File: src/rtl/booth_radix4_mult_if.sv
// booth_radix4_mult_if: operand/result bundle for the radix-4 Booth multiplier.
//   start        : operation request, sampled on the rising clock edge
//   signed_mode  : 1 = two's-complement operands, 0 = unsigned
//   multiplicand : operand M (WIDTH bits)
//   multiplier   : operand Q (WIDTH bits)
//   product      : registered result (2*WIDTH bits)
//   busy         : high while an operation is iterating
//   done         : one-cycle pulse marking a fresh product
//   iter_count   : remaining iterations (debug)
interface booth_radix4_mult_if #(
    parameter int WIDTH = 8
);
    localparam int ITER = WIDTH / 2 + 1;
    localparam int CW   = $clog2(ITER + 1);

    logic                 start;
    logic                 signed_mode;
    logic [WIDTH-1:0]     multiplicand;
    logic [WIDTH-1:0]     multiplier;
    logic [2*WIDTH-1:0]   product;
    logic                 busy;
    logic                 done;
    logic [CW-1:0]        iter_count;

    modport master (
        output start, signed_mode, multiplicand, multiplier,
        input  product, busy, done, iter_count
    );

    modport slave (
        input  start, signed_mode, multiplicand, multiplier,
        output product, busy, done, iter_count
    );
endinterface

File: src/rtl/booth_radix4_mult.sv
// booth_radix4_mult: sequential radix-4 Booth multiplier, one recoded digit
// per clock, signed or unsigned operands selected per operation.
//   clk     : clock, rising-edge active
//   reset_n : asynchronous active-low reset
//   bus     : booth_radix4_mult_if slave (start/mode/operands in,
//             product/busy/done/iter_count out)
// Operands are extended to WIDTH+2 bits so that an unsigned operand looks
// like a non-negative signed one; WIDTH/2+1 digits then cover the whole
// extended multiplier and {A,Q} holds the exact signed product.
module booth_radix4_mult #(
    parameter int WIDTH = 8
) (
    input logic                clk,
    input logic                reset_n,
    booth_radix4_mult_if.slave bus
);
    localparam int ITER = WIDTH / 2 + 1;
    localparam int CW   = $clog2(ITER + 1);
    localparam int EW   = WIDTH + 2;        // extended operand width
    localparam int AW   = WIDTH + 3;        // accumulator width, holds +/-2M
    localparam int TW   = AW + EW + 1;      // {A,Q,Q_1}

    typedef enum logic [1:0] {
        IDLE = 2'd0,
        RUN  = 2'd1,
        DONE = 2'd2
    } state_t;

    state_t             state_q, state_d;
    logic [AW-1:0]      a_q, a_d;
    logic [EW-1:0]      q_q, q_d;
    logic               q1_q, q1_d;
    logic [EW-1:0]      m_q, m_d;
    logic [2*WIDTH-1:0] product_q, product_d;
    logic [CW-1:0]      iter_q, iter_d;

    logic [EW-1:0]      m_ext, q_ext;
    logic [AW-1:0]      m_aw, pp, sum;
    logic [TW-1:0]      shifted;

    // Datapath: operand extension, digit recoding, add and 2-bit arithmetic shift.
    always_comb begin
        if (bus.signed_mode) begin
            m_ext = {{2{bus.multiplicand[WIDTH-1]}}, bus.multiplicand};
            q_ext = {{2{bus.multiplier[WIDTH-1]}}, bus.multiplier};
        end else begin
            m_ext = {2'b00, bus.multiplicand};
            q_ext = {2'b00, bus.multiplier};
        end

        m_aw = {{(AW-EW){m_q[EW-1]}}, m_q};

        pp = '0;
        case ({q_q[1:0], q1_q})
            3'b000, 3'b111: pp = '0;
            3'b001, 3'b010: pp = m_aw;
            3'b011:         pp = m_aw << 1;
            3'b100:         pp = -(m_aw << 1);
            3'b101, 3'b110: pp = -m_aw;
        endcase

        sum = a_q + pp;
        // {sum,Q,Q_1} >>> 2: the two bits dropped are Q[0] and the old Q_1,
        // the new Q_1 is the old Q[1].
        shifted = {{2{sum[AW-1]}}, sum, q_q[EW-1:1]};
    end

    // Control: next-state and register loads.
    always_comb begin
        state_d   = state_q;
        a_d       = a_q;
        q_d       = q_q;
        q1_d      = q1_q;
        m_d       = m_q;
        product_d = product_q;
        iter_d    = iter_q;

        case (state_q)
            IDLE, DONE: begin
                iter_d  = '0;
                state_d = IDLE;
                if (bus.start) begin
                    m_d     = m_ext;
                    q_d     = q_ext;
                    q1_d    = 1'b0;
                    a_d     = '0;
                    iter_d  = ITER[CW-1:0];
                    state_d = RUN;
                end
            end
            RUN: begin
                a_d    = shifted[TW-1:EW+1];
                q_d    = shifted[EW:1];
                q1_d   = shifted[0];
                iter_d = iter_q - CW'(1);
                if (iter_q == CW'(1)) begin
                    product_d = shifted[2*WIDTH:1];
                    state_d   = DONE;
                end
            end
            default: begin
                state_d = IDLE;
                iter_d  = '0;
            end
        endcase
    end

    always_ff @(posedge clk or negedge reset_n) begin
        if (!reset_n) begin
            state_q   <= IDLE;
            a_q       <= '0;
            q_q       <= '0;
            q1_q      <= 1'b0;
            m_q       <= '0;
            product_q <= '0;
            iter_q    <= '0;
        end else begin
            state_q   <= state_d;
            a_q       <= a_d;
            q_q       <= q_d;
            q1_q      <= q1_d;
            m_q       <= m_d;
            product_q <= product_d;
            iter_q    <= iter_d;
        end
    end

    assign bus.busy       = (state_q == RUN);
    assign bus.done       = (state_q == DONE);
    assign bus.product    = product_q;
    assign bus.iter_count = iter_q;
endmodule
File: src/flat_wrapper.sv
// flat-port wrapper written by rule: the top's interface ports become plain ports
module booth_radix4_mult_flat 
#(
    parameter int WIDTH = 8
)
  (clk, reset_n, bus_start, bus_signed_mode, bus_multiplicand, bus_multiplier, bus_product, bus_busy, bus_done, bus_iter_count);
  booth_radix4_mult_if #(.WIDTH(WIDTH)) bus_i ();
  input logic clk;
  input logic reset_n;
  input wire logic [$bits(bus_i.start)-1:0] bus_start;
  input wire logic [$bits(bus_i.signed_mode)-1:0] bus_signed_mode;
  input wire logic [$bits(bus_i.multiplicand)-1:0] bus_multiplicand;
  input wire logic [$bits(bus_i.multiplier)-1:0] bus_multiplier;
  output wire logic [$bits(bus_i.product)-1:0] bus_product;
  output wire logic [$bits(bus_i.busy)-1:0] bus_busy;
  output wire logic [$bits(bus_i.done)-1:0] bus_done;
  output wire logic [$bits(bus_i.iter_count)-1:0] bus_iter_count;
  assign bus_i.start = bus_start;
  assign bus_i.signed_mode = bus_signed_mode;
  assign bus_i.multiplicand = bus_multiplicand;
  assign bus_i.multiplier = bus_multiplier;
  assign bus_product = bus_i.product;
  assign bus_busy = bus_i.busy;
  assign bus_done = bus_i.done;
  assign bus_iter_count = bus_i.iter_count;
  booth_radix4_mult #(.WIDTH(WIDTH)) u_core (.clk(clk), .reset_n(reset_n), .bus(bus_i));
endmodule
File: config.mk
export PLATFORM = sky130hd
export DESIGN_NAME = booth_radix4_mult_flat
export DESIGN_NICKNAME = d
export VERILOG_FILES = /design/src/rtl/booth_radix4_mult_if.sv /design/src/rtl/booth_radix4_mult.sv /design/src/flat_wrapper.sv
export SDC_FILE = /design/constraint.sdc
export NUM_CORES = 1
export LEC_CHECK = 0
export CORE_AREA = 4 4 98 100
export DETAILED_ROUTE_END_ITERATION = 7
export DIE_AREA = 0 0 102 104
export PLACE_DENSITY = 0.67
export SLEW_MARGIN = 40
export SYNTH_ARGS = -nofsm -noshare
export SYNTH_HDL_FRONTEND = slang
export SYNTH_SLANG_ARGS = --single-unit
export TNS_END_PERCENT = 100
File: constraint.sdc
create_clock -name clk -period 5.9 [get_ports clk]
set_input_delay 0.59 -clock clk [delete_from_list [all_inputs] [get_ports clk]]
set_output_delay 0.59 -clock clk [all_outputs]
set_load 0.01 [all_outputs]
### Yosys cells after proc, flatten, opt, wreduce, memory -nomap -nowiden

Cells that the tools add are included.

| operators by class | value |
|---|---|
| $add $sub $neg | 4 |
| mux-type cells | 14 |
| reductions and logical operators | 10 |
| shifts and indexed selects | 0 |
| div/mod/pow operators | 0 |
| equality and inequality tests | 12 |
| multipliers | 0 |
| bitwise gates (word level) | 0 |
| magnitude comparators | 0 |

Operators with widths:

| operator | count |
|---|---|
| $pmux W11 S5 | 1 |
| $mux W10 | 3 |
| $neg A11 Y11 | 2 |
| $pmux W11 S2 | 1 |
| $pmux W10 S2 | 1 |
| $eq A3 B3 Y1 const B | 4 |
| $add A11 B11 Y11 | 1 |
| $mux W11 | 1 |
| $reduce_or A2 Y1 | 4 |
| $eq A3 B1 Y1 const B | 2 |
| $eq A3 B2 Y1 const B | 2 |
| $pmux W3 S2 | 1 |
| $reduce_and A2 Y1 | 3 |
| $pmux W2 S2 | 1 |
| $logic_not A3 Y1 | 1 |
| $mux W3 | 1 |
| $sub A3 B1 Y3 const B | 1 |
| $eq A2 B1 Y1 const B | 1 |
| $eq A2 B2 Y1 const B | 1 |
| $logic_not A2 Y1 | 1 |
| $mux W1 | 2 |
| $mux W2 | 1 |
| $ne A2 B1 Y1 const B | 1 |
| $ne A2 B2 Y1 const B | 1 |
| 2 further kinds | 2 |

| word-level totals | value |
|---|---|
| input port bits | 20 |
| output and inout port bits | 21 |
| bits in read-only memories | 0 |
| bits in writable memories | 0 |
| word-level logic and storage cells | 47 |
| bits in registers | 53 |
| memories kept | 0 |
| bits in latches | 0 |

### Depth between registers and ports, before layout

| depth | value |
|---|---|
| word-level depth | 5 |
| depth in mapped cells | 15 |
| depth with buffers taken out | 15 |

### Worst setup path before layout

OpenSTA, ideal clock, no wires.

| timing | value |
|---|---|
| kind | flip-flop to flip-flop |
| from | register u_core.m_q[1] |
| to | register u_core.a_q[9] |
| arrival time | 3409 ps |
| setup time | 132 ps |
| data required time | 5768 ps |
| setup slack | 2360 ps |
| stages on the path, launching flop included | 15 |
| cell sequence | dfrtp_1 > inv_1 > ha_1 > or4b_4 > nor2_4 > xor2_2 > mux2i_1 > mux4_2 > ha_1 > a21oi_1 > nand2_1 > a221oi_1 > a2111oi_2 > a221oi_1 > o21ai_1 |

| on the way | value |
|---|---|
| longest elaborated chain between the ends | 4 |
| elaborated cells between the ends (all ways) | 5 |
| those cells by class | add/sub: 3; mux: 2 |

RTL lines:

| what | line | RTL |
|---|---|---|
| start, declared | booth_radix4_mult.sv:33 | `logic [EW-1:0] m_q, m_d;` |
| start signal, assigned | booth_radix4_mult.sv:122 | `m_q <= m_d;` |
| $neg A11 Y11, on equally long branches | booth_radix4_mult.sv:59, booth_radix4_mult.sv:58 |  |
| $pmux W11 S5 (*) | booth_radix4_mult.sv:54 | `case ({q_q[1:0], q1_q})` |
| $add A11 B11 Y11 (*) | booth_radix4_mult.sv:62 | `sum = a_q + pp;` |
| $pmux W11 S2 (*) | booth_radix4_mult.sv:78 | `case (state_q)` |
| end signal, assigned | booth_radix4_mult.sv:111 | `a_q <= '0;` |
| end signal, assigned | booth_radix4_mult.sv:119 | `a_q <= a_d;` |
| end, declared | booth_radix4_mult.sv:30 | `logic [AW-1:0] a_q, a_d;` |

Every way passes the cells marked *; elsewhere a longest branch is shown, timed or not.
A chain may end at the register's enable or synchronous reset.

### Worst setup path in the final report

Ends and elaborated chain as after synthesis.

==> summary.md <==
After synthesis, the cell types taking the most area are dfrtp_1 (41%), nand2_1 (12%), ha_1 (5.4%). The share of the cycle needed by the critical path after routing was 0.658; the I/O pin count was 41. Setup repair after global routing left no endpoint under its margin.

The number of placed instances, taps included, is 477. For the portion of the post-synthesis area used by sequential elements, the log shows 0.414. Detailed routing inserted a total of 2476 vias.

At the end of routability-driven placement, the weighted congestion stood at 0.842. After routing, the total negative slack on setup checks comes to 0 ns. The average detailed-routed wire length per instance works out to 13.8 microns. The die is 102 microns wide.

The tools report the number of max-capacitance violations reported as 0. Subtracting the final worst setup slack from the clock period gives 3.88 ns. The total count of max-transition violations in the final report is 0, and the fraction of layout instances using a drive strength above 1 is 0.0663. Of all nets on the critical path, the largest fanout is 6.

After floorplanning, the core was divided into 34 placement rows. TritonCTS built the clock tree. The starting utilization of the core area was 0.348; the global routing usage summed across all routing layers was 0.132.

The tools report the type of origin of the critical path as a flip-flop. For this design, the sink count on the clock tree is 50. The run gives 410 as the number of nets in the final layout. The total congestion overflow was 0; the average footprint of a synthesized cell was 8.66 sq um. Path type of the worst setup path: reg -> reg. The number of diodes added for antenna fixing came out at 0. The hold buffer count at CTS was 0.

By count the netlist is led by nand2_1 (97), dfrtp_1 (50), o21ai_0 (19). Across all hold checks on the routed design, the worst slack comes to 0.359 ns. The tools report the setup skew after layout as 0.0104 ns. nand2_1 is the most common cell in the netlist. STA classifies the critical path endpoint as a flip-flop. In this run the tool buffered the top-level ports with 40 buffer cells. Once detailed placement completed, the half-perimeter wirelength came to 4.98 mm. The maximum level of the CTS H-tree was 2.

Counting flops with a built-in enable in the synthesized netlist gives 0. The largest area contributor in the synthesized netlist is dfrtp_1. The clock reaches the later pin of the worst-skew pair after 0.31 ns.

At the pin with the least slew margin, the transition time is 0.641 ns. For this block, the initial DRC count from the detailed router was 128. The tools report the buffer type at the clock tree root as clkbuf_8. The primary flip-flop cell chosen by synthesis mapping is dfrtp_1. The number of resized instances in the post-cts repair step is 0, and the residual antenna-violating net count after detailed routing is 0. The floorplan step defined a die boundary enclosing 10600 sq um.

The wire length of the first global-routing pass was 11.7 mm. Post-synthesis to final-layout area growth: 18.7%. The tools report the final wirelength as 6.70 mm. The flow ran to the end, and the final reports show no timing, DRC or antenna violations. For the via count of the first global-routing pass, the log shows 2401. The final-report hold violation count is 0. The tightest min-delay check is of the in -> async type. For the worst setup path, the data required time is 6.15 ns. Synthesis produced a netlist with a net count of 383. At the placement stage, the worst setup path has a slack of 1.99 ns. Largest net degree at the start of global routing: 51. Clock-pin slew was measured on the worst setup and hold paths at 0.10 ns. The fraction of registers with async set/reset came out at 1.00. The fraction of post-synthesis cell area in the top cell type by area is 0.414. The TritonCTS buffer count is 5. The final routed DRC violation total came out at 0. The via density per instance works out to 5.11. The area of the core was 8680 sq um; the y dimension of the die was 104 microns.

The synthesized cell area is 3020 sq um, and the number of distinct library cell variants in the gate-level netlist after synthesis is 48. Counting along the longest clock path gives a buffer depth of 2. Based on the critical path, the design can be clocked at up to 257 MHz.

The number of warnings printed during yosys synthesis came out at 0. Setup slack on the critical path of the routed design comes to 2.02 ns. The number of iterations in the first detailed-routing pass is 4. The synthesized instance count is 349.

The logs give 0 for the post-CTS setup repair buffer count and 0 for the initial antenna violation count. The logs give 485 for the non-filler instance count after layout and 0.573 for the max-slew headroom at the worst pin. Data arrives at the worst endpoint at 4.13 ns.

Setup violations remaining at the end of the flow were counted as 0. Number of storage elements in the synthesis netlist: 50.
## layout by cell type, fill, tap and decap left out, drive strengths merged, types with 2 or more instances in the layout
cell           instances
nor2b                  5
a32oi                  2
nor3b                  2
a22o                   7
or3                    2
nor2                  18
ha                    13
a21o                   4
inv                    8
a22oi                  5
dfrtp                 50
o31ai                  4
nor3                   3
o21bai                 2
a21oi                 11
nand2b                 6
o21ai                 20
xnor2                 10
xor2                   6
nand2                 97
mux2                   4
clkinv                 2
a221oi                 4
nand3                  8
a211oi                 2
clkbuf                 6
and3                   2
a31oi                 13
mux2i                  3
buf                    3
and2                   3
clkdlybuf4s50         39
## registers in the layout (all words and copies together) (netlist names)
signal / count
u_core.q1_q: 1
u_core.bus.product: 16
u_core.bus.iter_count: 3
u_core.m_q: 9
u_core.state_q: 2
u_core.a_q: 9
u_core.q_q: 10
## layout make-up
class | instances | area (sq um)
Sequential cell | 50 | 1250
Clock buffer | 6 | 72.6
Inverter | 10 | 37.5
Fill cell | 881 | 5090
Timing Repair Buffer | 42 | 410
Multi-Input combinational cell | 267 | 1640
Tap cell | 108 | 135
Clock inverter | 2 | 37.5
## layer usage
metal	GRT usage	part of all wire	up-vias
li1	-	-	1259
met1	0.202	0.49	1155
met2	0.195	0.45	57
met3	0.0228	0.050	5
met4	0.0225	0.0055	0
met5	0	0	-
## worst paths after layout
kind | slack, ns | cells after the start | endpoint | startpoint
max | 2.02 | 14 | u_core.a_q[9]$_DFFE_PN0P_ | u_core.m_q[1]$_DFFE_PN0P_
min | 0.36 | 2 | u_core.a_q[9]$_DFFE_PN0P_ | reset_n
max in group asynchronous | 5.10 | 2 | u_core.m_q[6]$_DFFE_PN0P_ | reset_n
min in group clk | 0.48 | 2 | u_core.bus.product[10]$_DFFE_PN0P_ | u_core.bus.product[10]$_DFFE_PN0P_
max reg2reg | 2.02 | 14 | u_core.a_q[9]$_DFFE_PN0P_ | u_core.m_q[1]$_DFFE_PN0P_
min reg2reg | 0.48 | 2 | u_core.bus.product[10]$_DFFE_PN0P_ | u_core.bus.product[10]$_DFFE_PN0P_
## worst max-delay path: stages (launching register included)
cell      delay (ns)
dfrtp_1         0.44
inv_1           0.12
ha_1            0.23
or4b_4          0.54
nor2_4          0.15
xor2_2          0.19
mux2i_1         0.09
mux4_2          0.46
ha_1            0.34
a21oi_1         0.19
nand2_1         0.07
a221oi_1        0.52
nor3b_1         0.28
a221oi_1        0.11
o21ai_1         0.10
## through the flow
step | instance area (sq um) | utilization
2_1_floorplan | 3020 | -
3_3_place_gp | 3470 | 0.400
3_5_place_dp | 3470 | 0.400
4_1_cts | 3580 | 0.413
5_1_grt | 3590 | 0.413
6_report | 3590 | 0.413
## cells by family (layout without fill, tap and decap cells)
family,Yosys count,count (layout),share of synthesized area
buffers and inverters,32,60,0.0439
and+or+nand+nor,150,150,0.223
xor gates and xnor gates,16,16,0.0488
DFF,50,50,0.414
muxes,8,8,0.0323
AOI/OAI and AO/OA,79,79,0.178
adders and majority gates,14,14,0.0604
Power is left out: the tool's default activity adds up to more than one toggle a clock period on the data nets, which glitch-free logic cannot reach.
